## config.mk

```make
export PLATFORM = sky130hd
export DESIGN_NAME = surf_merger_n
export DESIGN_NICKNAME = d
export VERILOG_FILES = /design/src/rtl/surf_merger_n.sv
export SDC_FILE = /design/constraint.sdc
export NUM_CORES = 1
export LEC_CHECK = 0
export ABC_AREA = 1
export CORE_MARGIN = 8
export CORE_UTILIZATION = 35
export DETAILED_ROUTE_END_ITERATION = 10
export SKIP_LAST_GASP = 1
export SLEW_MARGIN = 20
export SYNTH_ARGS = -nofsm -noshare
export SYNTH_HDL_FRONTEND = slang
export SYNTH_SLANG_ARGS = --single-unit
```

## constraint.sdc

```tcl
create_clock -name aclk -period 3.7 [get_ports aclk]
set_input_delay 0.37 -clock aclk [delete_from_list [all_inputs] [get_ports aclk]]
set_output_delay 0.37 -clock aclk [all_outputs]
set_load 0.05 [all_outputs]
```

## src/rtl/surf_merger_n.sv

```systemverilog
// surf_merger_n: gathers one byte from every enabled channel, then emits the lane-aligned
// word as NCHAN*8/OUT_W output beats. Optional event header: `define SURF_MERGER_HEADER_EN.
module surf_merger_n #(
  parameter int         NCHAN     = 8,
  parameter int         OUT_W     = 32,
  parameter logic [7:0] FILL_BYTE = 8'h00,
  parameter int         ERR_CNT_W = 8
) (
  input  logic                 aclk,
  input  logic                 areset,
  input  logic [NCHAN-1:0]     en_mask_i,
  input  logic [NCHAN*8-1:0]   s_axis_tdata,
  input  logic [NCHAN-1:0]     s_axis_tvalid,
  output logic [NCHAN-1:0]     s_axis_tready,
  input  logic [NCHAN-1:0]     s_axis_tlast,
  output logic [OUT_W-1:0]     m_axis_tdata,
  output logic                 m_axis_tvalid,
  input  logic                 m_axis_tready,
  output logic                 m_axis_tlast,
  output logic                 mismatch_o,
  output logic [ERR_CNT_W-1:0] err_cnt_o,
  output logic [2:0]           dbg_state
);

  localparam int NW = NCHAN * 8 / OUT_W;
  localparam int SW = (NW > 1) ? $clog2(NW) : 1;
  localparam logic [SW-1:0] LAST_SLICE = SW'(NW - 1);

  if (OUT_W % 8 != 0 || (NCHAN * 8) % OUT_W != 0 || NCHAN < 1 || NCHAN > 16) begin : g_bad_cfg
    $fatal(1, "surf_merger_n: illegal NCHAN/OUT_W combination");
  end
`ifdef SURF_MERGER_HEADER_EN
  if (OUT_W <= NCHAN) begin : g_bad_hdr
    $fatal(1, "surf_merger_n: header needs OUT_W > NCHAN");
  end
`endif

  // Handshakes: a beat moves on the rising aclk edge where valid and ready are both high;
  // tready here depends only on registered state, and output data/valid/last hold while stalled.
  typedef enum logic [2:0] {
    S_IDLE   = 3'd0,
    S_GATHER = 3'd1,
    S_EMIT   = 3'd2,
    S_FLUSH  = 3'd3
`ifdef SURF_MERGER_HEADER_EN
    , S_HDR  = 3'd4
`endif
  } state_t;

  state_t                 state_q, state_d;
  logic [NCHAN-1:0]       emask_q, full_q, last_q, wlast_q, drain_q;
  logic [NCHAN*8-1:0]     byte_q, word_q;
  logic [SW-1:0]          slice_q;
  logic [ERR_CNT_W-1:0]   err_q;
`ifdef SURF_MERGER_HEADER_EN
  logic [OUT_W-NCHAN-1:0] evt_q;
`endif

  logic [NCHAN-1:0]   in_hs, full_n, last_n;
  logic [NCHAN*8-1:0] byte_n, fill_word;
  logic               all_full, all_last, any_last, final_slice, out_hs;

  assign in_hs       = s_axis_tvalid & s_axis_tready;
  assign full_n      = full_q | in_hs;
  assign all_full    = &(full_n | ~emask_q);
  assign all_last    = &(wlast_q | ~emask_q);
  assign any_last    = |(wlast_q & emask_q);
  assign final_slice = (slice_q == LAST_SLICE);
  assign out_hs      = m_axis_tvalid & m_axis_tready;
  assign err_cnt_o   = err_q;
  assign dbg_state   = state_q;

  // Bytes accepted this cycle are merged in so the word can be loaded on the last handshake.
  always_comb begin
    byte_n    = byte_q;
    last_n    = last_q;
    fill_word = '0;
    for (int k = 0; k < NCHAN; k++) begin
      if (in_hs[k]) begin
        byte_n[8*k +: 8] = s_axis_tdata[8*k +: 8];
        last_n[k]        = s_axis_tlast[k];
      end
      fill_word[8*k +: 8] = emask_q[k] ? byte_n[8*k +: 8] : FILL_BYTE;
    end
  end

  always_comb begin
    state_d       = state_q;
    s_axis_tready = '0;
    m_axis_tvalid = 1'b0;
    m_axis_tlast  = 1'b0;
    m_axis_tdata  = word_q[slice_q*OUT_W +: OUT_W];
    mismatch_o    = 1'b0;
    case (state_q)
      S_IDLE: begin
        if (|(en_mask_i & s_axis_tvalid)) begin
`ifdef SURF_MERGER_HEADER_EN
          state_d = S_HDR;
`else
          state_d = S_GATHER;
`endif
        end
      end
`ifdef SURF_MERGER_HEADER_EN
      S_HDR: begin
        m_axis_tvalid = 1'b1;
        m_axis_tdata  = {evt_q, emask_q};
        if (m_axis_tready) state_d = S_GATHER;
      end
`endif
      S_GATHER: begin
        s_axis_tready = emask_q & ~full_q;
        if (all_full) state_d = S_EMIT;
      end
      S_EMIT: begin
        m_axis_tvalid = 1'b1;
        if (final_slice) m_axis_tlast = any_last;
        if (out_hs && final_slice) begin
          if (all_last) begin
            state_d = S_IDLE;
          end else if (!any_last) begin
            state_d = S_GATHER;
          end else begin
            mismatch_o = 1'b1;
            state_d    = S_FLUSH;
          end
        end
      end
      S_FLUSH: begin
        s_axis_tready = drain_q;
        if (drain_q == '0) state_d = S_IDLE;
      end
      default: state_d = S_IDLE;
    endcase
  end

  always_ff @(posedge aclk) begin
    if (areset) begin
      state_q <= S_IDLE;
      emask_q <= '0;
      full_q  <= '0;
      last_q  <= '0;
      wlast_q <= '0;
      drain_q <= '0;
      byte_q  <= '0;
      word_q  <= '0;
      slice_q <= '0;
      err_q   <= '0;
`ifdef SURF_MERGER_HEADER_EN
      evt_q   <= '0;
`endif
    end else begin
      state_q <= state_d;
      case (state_q)
        S_IDLE: begin
          slice_q <= '0;
          if (state_d != S_IDLE) emask_q <= en_mask_i;
        end
`ifdef SURF_MERGER_HEADER_EN
        S_HDR: if (out_hs) evt_q <= evt_q + 1'b1;
`endif
        S_GATHER: begin
          byte_q <= byte_n;
          last_q <= last_n;
          if (all_full) begin
            word_q  <= fill_word;
            wlast_q <= last_n;
            drain_q <= emask_q & ~last_n;
            full_q  <= '0;
            slice_q <= '0;
          end else begin
            full_q <= full_n;
          end
        end
        S_EMIT: begin
          if (out_hs) slice_q <= final_slice ? '0 : slice_q + 1'b1;
          if (mismatch_o && err_q != {ERR_CNT_W{1'b1}}) err_q <= err_q + 1'b1;
        end
        S_FLUSH: drain_q <= drain_q & ~(in_hs & s_axis_tlast);
        default: ;
      endcase
    end
  end

endmodule
```

==> qor.txt <==
first-pass GRT wire length - 41800 microns
max incr delay on CP - 0.89 ns
H-tree depth - 4
Slew Viols, Final - 0
Post-synth EDFFs - 0
layout net count - 1401
Slew headroom - 31.6%
Root Driver - clkbuf_16
routability cong. - 0.849
Starting DRT DRC Count - 733
Area contributors post-synth - dfxtp_1 (44%), nand2_1 (12%), nor2_1 (10%)
total number of vias - 8122
Max clock buf depth - 2
hpwl dp - 18900 microns
PwrDens - 421 nW/um^2
Die H - 168 microns
sequential area share after synthesis - 44.3%
Hold Violations, Final - 0
final worst-path cycle share - 90.8%
unrepaired setup endpoints after global routing - no
critical path data required time - 3.33 ns
FFs w/ async S/R, synth - 0%
global route overflow - 0
Area Overhead vs Synth - 27.5%
#FFs+latches synth - 180
CTS tree - done
Die ar. - 28400 sq um
Fin Clk Skew - 0.0100 ns
DRC viols - 0
overall power - 4370 uW
Top FF cell, synth - dfxtp_1
Cells after Synth - 1201
clock latency on the worst-skew pair - 0.43 ns
post-DR vias/cell - 5.06
worst vdd ir - 0.300 mV
FMAX - 298 MHz
final setup fails - 0
Critical Path AT - 2.99 ns
Total Wirelength - 26800 microns
core area - 22700 sq um
leading area contributor after synthesis - dfxtp_1
vias in the first global route - 7469
P_leak - 0.00383 uW
layout cell share with drive strength beyond 1 - 5.07%
clk sink count - 180
largest fanout on the critical path - 12
CP endpoint kind - output port
row count - 55
HP Class - input port to register
post-route minimum period - 3.36 ns
Setup crit start kind - register
Max stage delay cell, worst path - clkdlybuf4s50_1
Synth top area share - 44.3%
TritonRoute pass-1 iters - 7
All-Layer GR Usage - 18.6%
Reg clk slew, reported paths - 0.07 ns
status - finished clean
Mean Syn Cell Area - 6.77 sq um
PortBufs - 144
antenna violations before repair - 0
Max-cap violations - 0
IO Count - 145
CP cell instances - inv_1, nor3_4, nand3_1, inv_1, nand2_1, nor2_2, clkdlybuf4s50_1
most frequent CP cell - inv_1
Post-DRT Antenna Nets - 0
n_diodes - 0
die width - 168 microns
YS warnings - 0
post-CTS sizing - 0
Initial Utilization - 35.8%
top post-synthesis cells by count - nand2_1 (263), nor2_1 (222), dfxtp_1 (180)
CTS Hold Buffers Added - 0
most common cell in the netlist - nand2_1
largest net degree at the start of global routing - 90
routed len/inst - 16.7 microns
Distinct cells, synth - 36
total CTS buffers - 17
Mapped Nets - 1293
Setup TNS - 0 ns
Post-CTS Setup Inserts - 0
Mapped Area - 8130 sq um
critical path class - register to output port
Worst Tran Pin Value - 1.03 ns
[cells in the final DEF, fill, tap and decap left out, drive strengths merged]
cell type	Yosys	layout
mux2i	5	5
xnor2	2	2
a22o	4	4
dfxtp	180	180
nand2	268	268
a31oi	2	2
nand3b	2	2
o22ai	4	4
clkdlybuf4s50	0	141
clkinv	7	8
nor4	2	2
nor2	233	233
xor2	1	1
a211oi	1	1
a221oi	1	1
nand4	11	11
bufinv	0	4
ha	1	1
buf	21	13
inv	79	80
o21ai	158	158
a21oi	106	106
conb	1	1
clkbuf	44	24
nor3	3	3
nand3	65	65
clkinvlp	0	1
[state kept, by name, indices dropped and copies added (netlist names)]
register and count:
drain_q 8, last_q 8, word_q 64, final_slice 1
wlast_q 8, dbg_state 3, emask_q 8, full_q 8
err_cnt_o 8, byte_q 64
[report_power, final]
part / internal (uW) / switching (uW) / leakage (uW)
Clock: 1210 / 769 / 0.000308
Sequential: 1960 / 24.3 / 0.00145
Combinational: 150 / 260 / 0.00207
[critical path: cells and delay by family, from the launching register on]
| kind | cells | cell delay (ns) |
|---|---|---|
| buf+inv | 3 | 1.14 |
| simple gates | 4 | 0.77 |
| flops | 1 | 0.64 |
[kinds of logic (layout without fill, tap and decap cells)]
group           after synthesis  count (layout)  synth area share, %
buf+inv                     151             271                 7.38
mux                           5               5                0.615
fa+ha+maj                     1               1                0.154
simple gates                584             584                 29.7
xor+xnor                      3               3                0.323
flops                       180             180                 44.3
compound gates              276             276                 17.4
other cells                   1               1               0.0461
[per-stage QoR]
| step | hold WS, ns | std cells | util (%) | worst slack, ns | cell area, sq um |
|---|---|---|---|---|---|
| 2_1_floorplan | 0.419 | 1201 | - | 0.688 | 8130 |
| 3_3_place_gp | 0.428 | 1575 | 42.9 | 0.844 | 9730 |
| 3_5_place_dp | 0.434 | 1575 | 42.9 | 0.825 | 9730 |
| 4_1_cts | 0.344 | 1606 | 45.7 | 0.364 | 10400 |
| 5_1_grt | 0.347 | 1606 | 45.7 | 0.148 | 10400 |
| 6_report | 0.355 | 1606 | 45.7 | 0.341 | 10400 |
[path summary, 6_finish.rpt]
kind / startpoint / endpoint / slack [ns] / cells past startpoint
max: dbg_state[1] / mismatch_o / 0.34 / 7
min: areset / byte_q[55] / 0.36 / 2
max reg2reg: dbg_state[0] / drain_q[6] / 0.85 / 11
min reg2reg: word_q[41] / word_q[41] / 0.45 / 2
[per-layer routing]
| layer | global-route usage, % | vias to the layer above | routed length (microns) |
|---|---|---|---|
| li1 | - | 4103 | - |
| met1 | 25.8 | 3727 | 12700 |
| met2 | 28.9 | 268 | 11900 |
| met3 | 3.65 | 24 | 1810 |
| met4 | 5.20 | 0 | 387 |
| met5 | 0 | - | 0 |
[area by class of cell]
class | instances | area (sq um)
Fill cell | 2336 | 12300
Multi-Input combinational cell | 870 | 3930
Sequential cell | 180 | 3600
Timing Repair Buffer | 154 | 1520
Clock buffer | 24 | 492
Tap cell | 285 | 357
Inverter | 86 | 323
Clock inverter | 7 | 144
No activity file was read; power rests on OpenSTA's default activity.
==> variant 1 (same settings) <==
`OUT_W`: 32 -> 64.
--- a/src/rtl/surf_merger_n.sv
+++ b/src/rtl/surf_merger_n.sv
@@ -4,3 +4,3 @@
   parameter int         NCHAN     = 8,
-  parameter int         OUT_W     = 32,
+  parameter int         OUT_W     = 64,
   parameter logic [7:0] FILL_BYTE = 8'h00,
Interface: changed (resized m_axis_tdata); port bits go from 145 to 177. The function was not compared with the original's and may differ.
==> variant 1 against the original RTL <==
- global-route usage decreased by 1.4 points
- wire length decreased by 12%
- critical path depth unchanged
- power decreased by 8.3%
- sequential share of layout area increased by 0.17 points
- setup slack improved by 0.19 ns
- synthesized area decreased by 3.7%
- hold slack improved by 0.089 ns
- clock power decreased by 17%
- sequential cell count decreased by 1
- via count decreased by 5.6%
- final area decreased by 1.1%
- fmax increased by 6.0%
- critical endpoint unchanged
==> variant 1: results (changes against the original RTL) <==
critical path arrival 2.80 ns (-0.19 ns); detailed-router iteration count before antenna repair 5 (-2); Hold/Removal Path Class register to register; drt first-iter violations 445 (-39%); Seq/Total Area, Yosys 45.8% (+1.4 points); fin nets 1378 (-1.6%); FFs w/ async S/R, synth 0% (unchanged); status finished clean; Global Route Usage Sum 17.2% (-1.4 points); share of the synthesized area in the top cell type 45.8% (+1.4 points); clk_skew 0.0136 ns (+0.00361 ns); CP Max Fanout 11 (-1); Final GP Congestion 0.820 (-3.5%); WL/cell 15.0 um (-10%); number of global-route vias before repair 7314 (-2.1%); maximum number of pins on one net before global-route repair 75 (-17%); dpl hpwl 16400 um (-14%); VDD IR max 0.294 mV (-1.9%); hold path startpoint word_q[16]; slowest stage delay, CP 0.80 ns (-0.09 ns); PortBufs 176 (+22%); post-synth cell types 35 (-2.8%); Reg-to-Reg End wlast_q[6]; WHS Endpoint word_q[16]; largest cells by area after synthesis dfxtp_1, nand2_1, nor2_1; Leakage 3.99 nW (+4.1%); first-pass GRT wire length 37600 um (-10%); Via density 4.86 (-3.9%); top post-synthesis cells by count nand2_1, nor2_1, dfxtp_1; Syn Nets 1231 (-4.8%)
## variant 1: how the worst max path moves through the flow
stage                       startpoint         end  slack (ns)  cells past startpoint
after CTS                 dbg_state[1]  mismatch_o        0.55                      7
after detailed placement  dbg_state[0]  word_q[56]        0.87                     11
final                     dbg_state[1]  mismatch_o        0.53                      7
after floorplan           dbg_state[1]  mismatch_o        0.61                      7
after global placement    dbg_state[0]  drain_q[1]        0.95                     12
after global routing      dbg_state[1]  mismatch_o        0.35                      7
## variant 1: logic make-up (layout without fill, tap and decap cells)
family          after synthesis  after routing  synth area share [%]
simple gates                621            621                  32.5
compound gates              215            215                  14.2
flops                       179            179                  45.8
buf+inv                     117            276                  6.73
xor+xnor                      5              5                 0.559
fa+ha+maj                     1              1                 0.160
other cells                   1              1                0.0479
## variant 1: cell type report
cell class                      count  area, um2
Sequential cell                   179       3580
Tap cell                          280        350
Fill cell                        2266      11600
Multi-Input combinational cell    843       3730
Clock buffer                       18        439
Inverter                           59        221
Clock inverter                     13       87.6
Timing Repair Buffer              186       1850
## variant 1: layer usage
metal,part of all wire (%),up-vias,GRT usage [%]
met1,45,3471,21.7
met2,46,220,28.0
met5,0,-,0
met4,1.7,0,5.36
met3,7.4,27,4.76
li1,-,3952,-
## variant 1: stage by stage
stage	area [um2]	instances	hold WS, ns
6_report	10300	1578	0.444
5_1_grt	10300	1578	0.468
4_1_cts	10300	1578	0.447
3_5_place_dp	9730	1547	0.432
3_3_place_gp	9730	1547	0.427
2_1_floorplan	7830	1139	0.430
## variant 1: power by group
group | leakage (nW) | switching (mW) | internal [mW]
combinational | 2.28 | 0.238 | 0.149
clock | 0.258 | 0.777 | 0.871
sequential | 1.44 | 0.0213 | 1.95
==> variant 2 (same settings) <==
Made on the original files. Register the output `err_cnt_o` once more, cleared by the reset; this adds one clock of latency there. The other outputs are not delayed to match.
--- a/src/rtl/surf_merger_n.sv
+++ b/src/rtl/surf_merger_n.sv
@@ -69,3 +69,9 @@
   assign out_hs      = m_axis_tvalid & m_axis_tready;
-  assign err_cnt_o   = err_q;
+  always_ff @(posedge aclk) begin
+    if (areset) begin
+      err_cnt_o <= '0;
+    end else begin
+      err_cnt_o <= err_q;
+    end
+  end
   assign dbg_state   = state_q;
Formal check against the unedited RTL: not equivalent (Yosys sat finds a counterexample within 10 cycles, from zero or initial values and one cycle with areset high).
==> variant 2 against the original RTL <==
- power grew 0.81%
- final area up 2.0%
- synthesized area is 1.8% higher
- synthesized cell count increased by 2.2%
- critical endpoint unchanged
- combinational power down 3%
- wire length increased by 0.16%
- die area increased by 1.7%
- first-iteration DRC count shrank 5.5%
- count of clock-buffer cells in the layout down 6
- setup slack worse by 0.029 ns
- sequential cell count rose by 8
- critical path depth is the same
==> variant 2: results (changes against the original RTL) <==
status finished clean; mux share of post-synthesis cell area 0.121% (-0.49 points); Seq/Total Area, Yosys 45.4% (+1.1 points); # fillers 2401 (+2.8%); detailed-route via count 8216 (+1.2%); largest cells by area after synthesis dfxtp_1, nand2_1, nor2_1; met3 usage 4.84% (+1.2 points); layout cells sized above 1 5.25% (+0.18 points); Syn Nets 1320 (+2.1%); fin nets 1432 (+2.2%); drt first-iter violations 693 (-5.5%); Global Route Usage Sum 18.7% (+0.043 points); Top Registers byte_q x64, word_q x64; met2 Usage GRT 29.2% (+0.30 points); critical path arrival 3.02 ns (+0.03 ns); clk_skew 0.00982 ns (-0.000174 ns); top post-synthesis cells by count nand2_1, nor2_1, dfxtp_1; clk_lat worst skew 0.43 ns (about the same); VDD IR max 0.303 mV (+1.0%); share of the synthesized area in the top cell type 45.4% (+1.1 points); post-synth cell types 33 (-8.3%); Hold/Removal Path Class register to register; number of global-route vias before repair 7902 (+5.8%); drt total wl 26900 um (+0.16%); first-pass GRT wire length 42700 um (+2.1%); Final GP Congestion 0.902 (+6.1%); dpl ws 0.748 ns (-0.0765 ns); maximum number of pins on one net before global-route repair 59 (-34%); Max Root-Sink Buffers 2 (unchanged); Compound-Gate Fraction of Synth Area 16.7% (-0.72 points); XOR/XNOR share of the synthesized area 0.423% (+0.10 points); dpl hpwl 19400 um (+2.7%); actual slew at the worst max-slew pin 0.676 ns (-0.349 ns); detailed-router iteration count before antenna repair 5 (-2); adder-cell share of the synthesized area 0.151% (-0.0028 points); met1 Resource Use GR 24.7% (-1.1 points); Leakage 3.92 nW (+2.3%)
variant 2: changes by cell type in the layout (fill, tap and decap cells not counted), moves of 5 or more:
cell	before	now
o21ai_1	1	7
nor2_4	8	1
nor2_2	3	9
buf_4	11	16
nand3_1	64	70
dfxtp_1	179	187
nor2_1	222	234
inv_1	75	82
nand2_1	263	268
variant 2: cell type report:
cell class                 count  area share [%]
clock buffer                  18            4.15
clock inverter                14            1.77
sequential                   188            35.6
multi-input combinational    884            37.0
inverter                      92            3.26
tap                          319            3.77
timing repair buffer         157            14.5
variant 2: power breakdown:
part	leakage, nW	switching [mW]	internal [mW]	total, mW
Combinational	2.09	0.252	0.147	0.399
Clock	0.306	0.839	1.10	1.94
Sequential	1.52	0.0242	2.04	2.06
Total	3.92	1.11	3.29	4.40
variant 2: stage by stage:
stage	utilization, %	instance area (um2)	instances
finish	45.3	10600	1672
floorplan	-	8280	1228
detailed placement	42.6	9950	1640
global placement	42.6	9950	1640
global route	45.3	10600	1672
CTS	45.3	10600	1672
variant 2: final timing paths:
path                                    to  cells past startpoint         start  slack (ns)
worst min register to register  word_q[44]                      2    word_q[44]        0.45
worst max register to register   full_q[3]                     11  dbg_state[0]        0.73
worst min-delay path            word_q[44]                      2    word_q[44]        0.45
worst max-delay path            mismatch_o                      7  dbg_state[1]        0.31
variant 2: cell families after synthesis:
logic type,Yosys count
xor gates and xnor gates,4
muxes,1
and+or+nand+nor,605
buffers and inverters,156
DFF,188
other,1
adders and majority gates,1
AOI/OAI and AO/OA,272
variant 2: worst max-delay path, delay by kind of cell (launching register included):
family | cells | cell delay, ns
simple gates | 4 | 0.85
flops | 1 | 0.62
buf+inv | 3 | 1.13
variant 2: per-layer routing:
metal  vias up  share of wire, %
li1       4179                 -
met1      3755                46
met2       248                45
met3        34               7.0
met4         0               1.8
met5         -                 0
